$ cat config.mk
export PLATFORM = sky130hd
export DESIGN_NAME = sar_search
export DESIGN_NICKNAME = d
export VERILOG_FILES = /design/src/rtl/sar_search.sv
export SDC_FILE = /design/constraint.sdc
export NUM_CORES = 1
export LEC_CHECK = 0
export ABC_AREA = 0
export BUFFER_PORTS_ARGS = -buffer_cell sky130_fd_sc_hd__buf_2
export CAP_MARGIN = 20
export CORE_AREA = 5 5 67 51
export DETAILED_ROUTE_END_ITERATION = 8
export DIE_AREA = 0 0 72 56
export SYNTH_ARGS = -nofsm -noshare
export SYNTH_HDL_FRONTEND = slang
export SYNTH_SLANG_ARGS = --single-unit
$ cat constraint.sdc
create_clock -name clk -period 2 [get_ports clk]
set_input_delay 0.3 -clock clk [delete_from_list [all_inputs] [get_ports clk]]
set_output_delay 0.3 -clock clk [all_outputs]
set_load 0.02 [all_outputs]
$ cat src/rtl/sar_search.sv
// Successive-approximation search: recovers an unknown value A one bit per
// clock (MSB first) by driving trial values B into an external A>B comparator.
module sar_search #(
  parameter int unsigned WIDTH = 8
) (
  input  logic             clk,
  input  logic             rst_n,
  input  logic             start,
  input  logic             abort,
  input  logic             AgtB,
  output logic [WIDTH-1:0] B,
  output logic             busy,
  output logic             done,
  output logic [WIDTH-1:0] result
);

  localparam int unsigned IW = (WIDTH > 1) ? $clog2(WIDTH) : 1;

  typedef enum logic [1:0] {
    S_IDLE,
    S_SEARCH,
    S_DONE
  } state_e;

  state_e           state_q, state_d;
  logic [WIDTH-1:0] r_q, r_d;
  logic [IW-1:0]    idx_q, idx_d;
  logic [WIDTH-1:0] result_q, result_d;
  logic [WIDTH-1:0] mask;

  always_ff @(posedge clk or negedge rst_n) begin
    if (!rst_n) begin
      state_q  <= S_IDLE;
      r_q      <= '0;
      idx_q    <= '0;
      result_q <= '0;
    end else begin
      state_q  <= state_d;
      r_q      <= r_d;
      idx_q    <= idx_d;
      result_q <= result_d;
    end
  end

  always_comb begin
    state_d  = state_q;
    r_d      = r_q;
    idx_d    = idx_q;
    result_d = result_q;
    unique case (state_q)
      S_IDLE: begin
        if (start && !abort) begin
          r_d     = '0;
          idx_d   = IW'(WIDTH - 1);
          state_d = S_SEARCH;
        end
      end
      S_SEARCH: begin
        if (abort) begin
          state_d = S_IDLE;
        end else begin
          if (AgtB) r_d[idx_q] = 1'b1;
          // The final edge captures R including the bit decided on this edge.
          if (idx_q == '0) begin
            result_d = r_d;
            state_d  = S_DONE;
          end else begin
            idx_d = idx_q - IW'(1);
          end
        end
      end
      S_DONE:  state_d = S_IDLE;
      default: state_d = S_IDLE;
    endcase
  end

  // B depends only on registered state, so AgtB never loops back into B.
  always_comb begin
    mask = '0;
    for (int unsigned i = 0; i < WIDTH; i++) begin
      mask[i] = (i < 32'(idx_q));
    end
    B      = '0;
    busy   = 1'b0;
    done   = 1'b0;
    result = result_q;
    unique case (state_q)
      S_SEARCH: begin
        B    = r_q | mask;
        busy = 1'b1;
      end
      S_DONE:  done = 1'b1;
      default: ;
    endcase
  end

endmodule
Yosys cells after proc, flatten, opt, wreduce, memory -nomap -nowiden. Index checks and enable logic that the tools add are counted.

Register bits: 21. Latch bits: 0. RAM bits: 0. Bits in read-only memories: 0. Output and inout bits: 18. Logic and storage cells: 50. Memories: 0.

Add/sub/neg operators: 1. Multiply operators: 0. Divide/modulo/power cells: 0. Order comparisons: 9. Eq/ne operators: 6. Shift-type cells: 0. Muxes and demuxes: 17. Bitwise gates (word level): 3. Reductions and logical operators: 10.

Operators with widths (count): 2-to-1 mux 8 bit (4); one-hot mux 8 bit (2 select lines) (1); < comparator 3 bit, first input constant (3); 2-to-1 mux 3 bit (3); bitwise OR 8 x 7 -> 8 bit (1); bitwise OR 8 bit (1); < comparator 1 x 3 -> 1 bit, first input constant (2); < comparator 2 x 3 -> 1 bit, first input constant (2); 2-to-1 mux 2 bit (3); != test 2 bit, second input constant (3); one-hot mux 3 bit (2 select lines) (1); AND reduction 3 bit (2); < comparator 3 x 4 -> 1 bit, second input constant (1); one-hot mux 2 bit (2 select lines) (1); AND reduction 4 bit (1); demux 1 bit (select 3 bit) (1); greater-or-equal comparator 3 x 1 -> 1 bit, second input constant (1); zero test 3 bit (1); 2-to-1 mux 1 bit (3); != test 3 bit, second input constant (1); subtractor 3 x 1 -> 3 bit, second input constant (1); == test 2 x 1 -> 1 bit, second input constant (1); == test 2 bit, second input constant (1); logical AND 1 bit (2); other kinds (5) (5).

Depth between registers and ports, before layout.
Word-level depth: 8. Depth in mapped cells: 7. Depth with buffers taken out: 5.

Worst setup path before layout. OpenSTA, ideal clock, no wires.

Path type: register to register. From: register idx_q[0]. To: register result_q[4], in the netlist result[4]. Setup time: 0.127 ns. Data arrival time: 1.523 ns. Data required time: 1.873 ns. Slack: 0.349 ns. Stages on the path, launching flop included: 8. Buffers on the path: 2. Period minus slack after synthesis: 1.651 ns. Cell sequence: dfrtp_1 buf_2 inv_1 ha_1 nand3b_1 nor3_2 buf_6 mux2_1.

Longest elaborated chain between the ends: 6. Elaborated cells between the ends (all ways): 9.

Ends and longest elaborated chain: start: declaration (line 27) `logic [IW-1:0] idx_q, idx_d;`; start signal: assignment (line 40) `idx_q <= idx_d;`; < comparator 3 x 4 -> 1 bit (implied by the code) or greater-or-equal comparator 3 x 1 -> 1 bit (tied branches) (line 62) `if (AgtB) r_d[idx_q] = 1'b1;`; logical AND 1 bit (implied by the code) (line 62); 2-to-1 mux 1 bit (implied by the code) (line 62); demux 1 bit (select 3 bit) (line 62); bitwise OR 8 bit (no source line); 2-to-1 mux 8 bit (line 62); end signal: assignment (line 41) `result_q <= result_d;`; end: declaration (line 28) `logic [WIDTH-1:0] result_q, result_d;`.

Several ways; a longest one is shown, not always the timed one. A chain may end at the register's enable or synchronous reset.

Final worst setup path.
From: register state_q[1]. To: output port B[7].

Longest elaborated chain between the ends: 2.

Ends and longest elaborated chain: start: declaration (line 25) `state_e state_q, state_d;`; start signal: assignment (line 38) `state_q <= state_d;`; == test 2 x 1 -> 1 bit (line 87) `unique case (state_q)`; 2-to-1 mux 8 bit (line 87); end: declaration (line 11) `output logic [WIDTH-1:0] B,`.

No other way between the ends.

==> impl_metrics.toml <==
[grt]
gr-usage-all-layers_pct = 12.4
grt_max_degree = 22
antenna_found_initial = 0
grt-ovfl-total = 0
grt_pass1_vias = 786
grt_pass1_wl_mm = 3.89

[synthesis]
syn_area_per_cell_sq_um = 10.1
syn_area_sq_um = 1140
netlist.area_leader.share_pct = 46.2
ys_warn_count = 0
synthTopCellsByArea = "dfrtp_1 (46%), mux2i_1 (6.2%), nor2_1 (5.0%)"
synthDistinctLibCells = 37
async_flop_share_pct = 100
ys_ff_latch = 21
yosysSeqAreaShare_pct = 46.2
yosys.area.top_type = "dfrtp_1"
synthesis.nets = 121
ys.flop_type = "dfrtp_1"
synth-edff-count = 0
netlist_instances = 113

[timing]
period_needed_ps = 1850
max_freq_mhz = 540
tightest_slew_ps = 525
setup_violations = 0
finClkSkew_ps = 4.70
tns_ps = 0
hold_viol = 21
slew_viol_final = 0
slew_headroom_pct = 64.8
period_share_pct = 92.7
hold_ws_ps = -13.2
rsz0062_at_grt = "false"

[floorplan]
num_rows = 16
io_pins = 23
fp.dieW_um = 72
dieArea_sq_um = 4030
core_sq_um = 2680
die_h_um = 56
start_util_pct = 42.4

[run_status]
violations = "negative hold slack"
status = "finished, violations left"

[routing]
first_pass_iters = 5
wl_per_cell_um = 14.6
drc_errors = 0
drt-total-wl_mm = 2.49
antenna_left = 0
num_vias = 892
drtIter0Drc = 31
viasPerCell = 5.22

[flow_run]
cap_violations = 0

[clock_network]
cts_tree = "yes"
clkTransAtPathRegs_ps = 70
cts_resized = 0
cts_root_buffer = "clkbuf_8"
cts_sinks = 21
cts_made_buffers = 3
cts-htree-levels = 1
clockBufferDepth = 2
clkLatencyLatePin_ps = 260
hold_buffers = 0
cts_setup_buffers = 0

[worst_setup_path]
cp_slowest_cell = "dfrtp_1"
arrival_ps = 1550
crit_type = "reg -> out"
crit_fanout = 8
crit_chain = "nand2b_1 > inv_2 > and2_1 > buf_2"
start_kind = "register"
crit_buf_inv = 2
worst_ep_required_time_ps = 1700
cpLargestDelayFamily = "flip-flops"
worstSetupEndpointType = "output pin"
critical_path.max_stage_delay_ps = 540

[cells_and_area]
nNetsFinal = 144
n_antenna_cell = 0
utilization_pct = 49.1
drive_gt1_share_pct = 25.9
final_area_sq_um = 1320
area_delta_synth_final_pct = 15.8

[min_path]
min-delay-path-class = "in -> async"

[power_and_ir_drop]
share_comb_of_total_power_pct = 22.0
powerDensity_nw_per_um2 = 725
clkPwrFrac_pct = 29.5
switching_share_pct = 30.0
leakage_uw = 0.000658
power.switching_uw = 287
p_seq_share_pct = 48.5
peakVddDrop_mv = 0.381
p_int_uw = 668
totalPowerFinal_uw = 955

[placement]
dpl_cell_area_sq_um = 1270
portBuffers = 22
place.gp.congestion = 0.766
place.detailed.hpwl_mm = 1.81
-- through the flow --
stage / instances / worst slack, ps / hold WS, ps
detailed placement: 167 / 215 / 296
finish: 171 / 147 / -13.2
floorplan: 113 / 349 / 4.41
global placement: 167 / 312 / 289
global route: 171 / 51.1 / 22.8
CTS: 171 / 137 / 9.84
-- flip-flops by register name, summed over array words and instances (netlist names) --
signal	cells
state_q	2
r_q	8
idx_q	3
result	8
-- routing by layer --
metal  vias up  GRT usage, %  share of wire (%)
met5         -             0                  0
met4         0          2.41               0.32
met3         2          4.87                9.2
met2        39          17.5                 44
met1       417          17.8                 46
li1        434             -                  -
-- worst paths after layout --
check / startpoint / endpoint / slack [ps] / depth (start not counted)
min reg2reg: result[4] / result[4] / 480 / 1
min in group clk: start / idx_q[2] / 350 / 3
max in group asynchronous: rst_n / r_q[0] / 1690 / 1
min: rst_n / idx_q[0] / -10 / 1
max: state_q[1] / B[7] / 150 / 4
max reg2reg: idx_q[1] / result[6] / 210 / 6
-- logic make-up after synthesis --
logic type	Yosys count	synth area share, %
AO/OA/AOI/OAI	23	12.7
adder cells (fa/ha/maj)	3	3.30
buffers and inverters	19	8.36
flip-flops	21	46.2
multiplexers	10	9.13
AND/OR/NAND/NOR	37	20.4
-- layout by cell type, fill, tap and decap left out, types with 2 or more instances in the layout --
master and count:
mux2_1 3, a31oi_1 3, nor2_1 15, mux2i_1 7, nand4_1 2, ha_1 3, nor3b_1 2, nor2b_1 3
dfrtp_1 21, buf_2 22, buf_4 5, clkbuf_8 3, o21ai_0 2, a21oi_1 10, inv_1 9, nand2_1 2
-- power by group through the flow --
stage	sequential, uW	clock [uW]	combinational [uW]
floorplan	474	0	137
global placement	470	0	209
detailed placement	472	0	209
CTS	463	290	210
global route	466	307	234
finish	463	282	210
-- synth_stat cells (3+ instances only) --
cell type / n
nor2_1: 15
nor2b_1: 3
a21oi_1: 10
buf_2: 7
dfrtp_1: 21
inv_1: 9
mux2_1: 3
mux2i_1: 7
ha_1: 3
a31oi_1: 3
-- final cells by class --
class	instances	area (sq um)
multi-input cells	73	517
inverters	10	37.5
clock buffers	4	45.0
flip-flops and latches	21	526
repair buffers	27	148
well taps	36	45.0
fillers	255	1370
(Power assumes the default switching activity.)
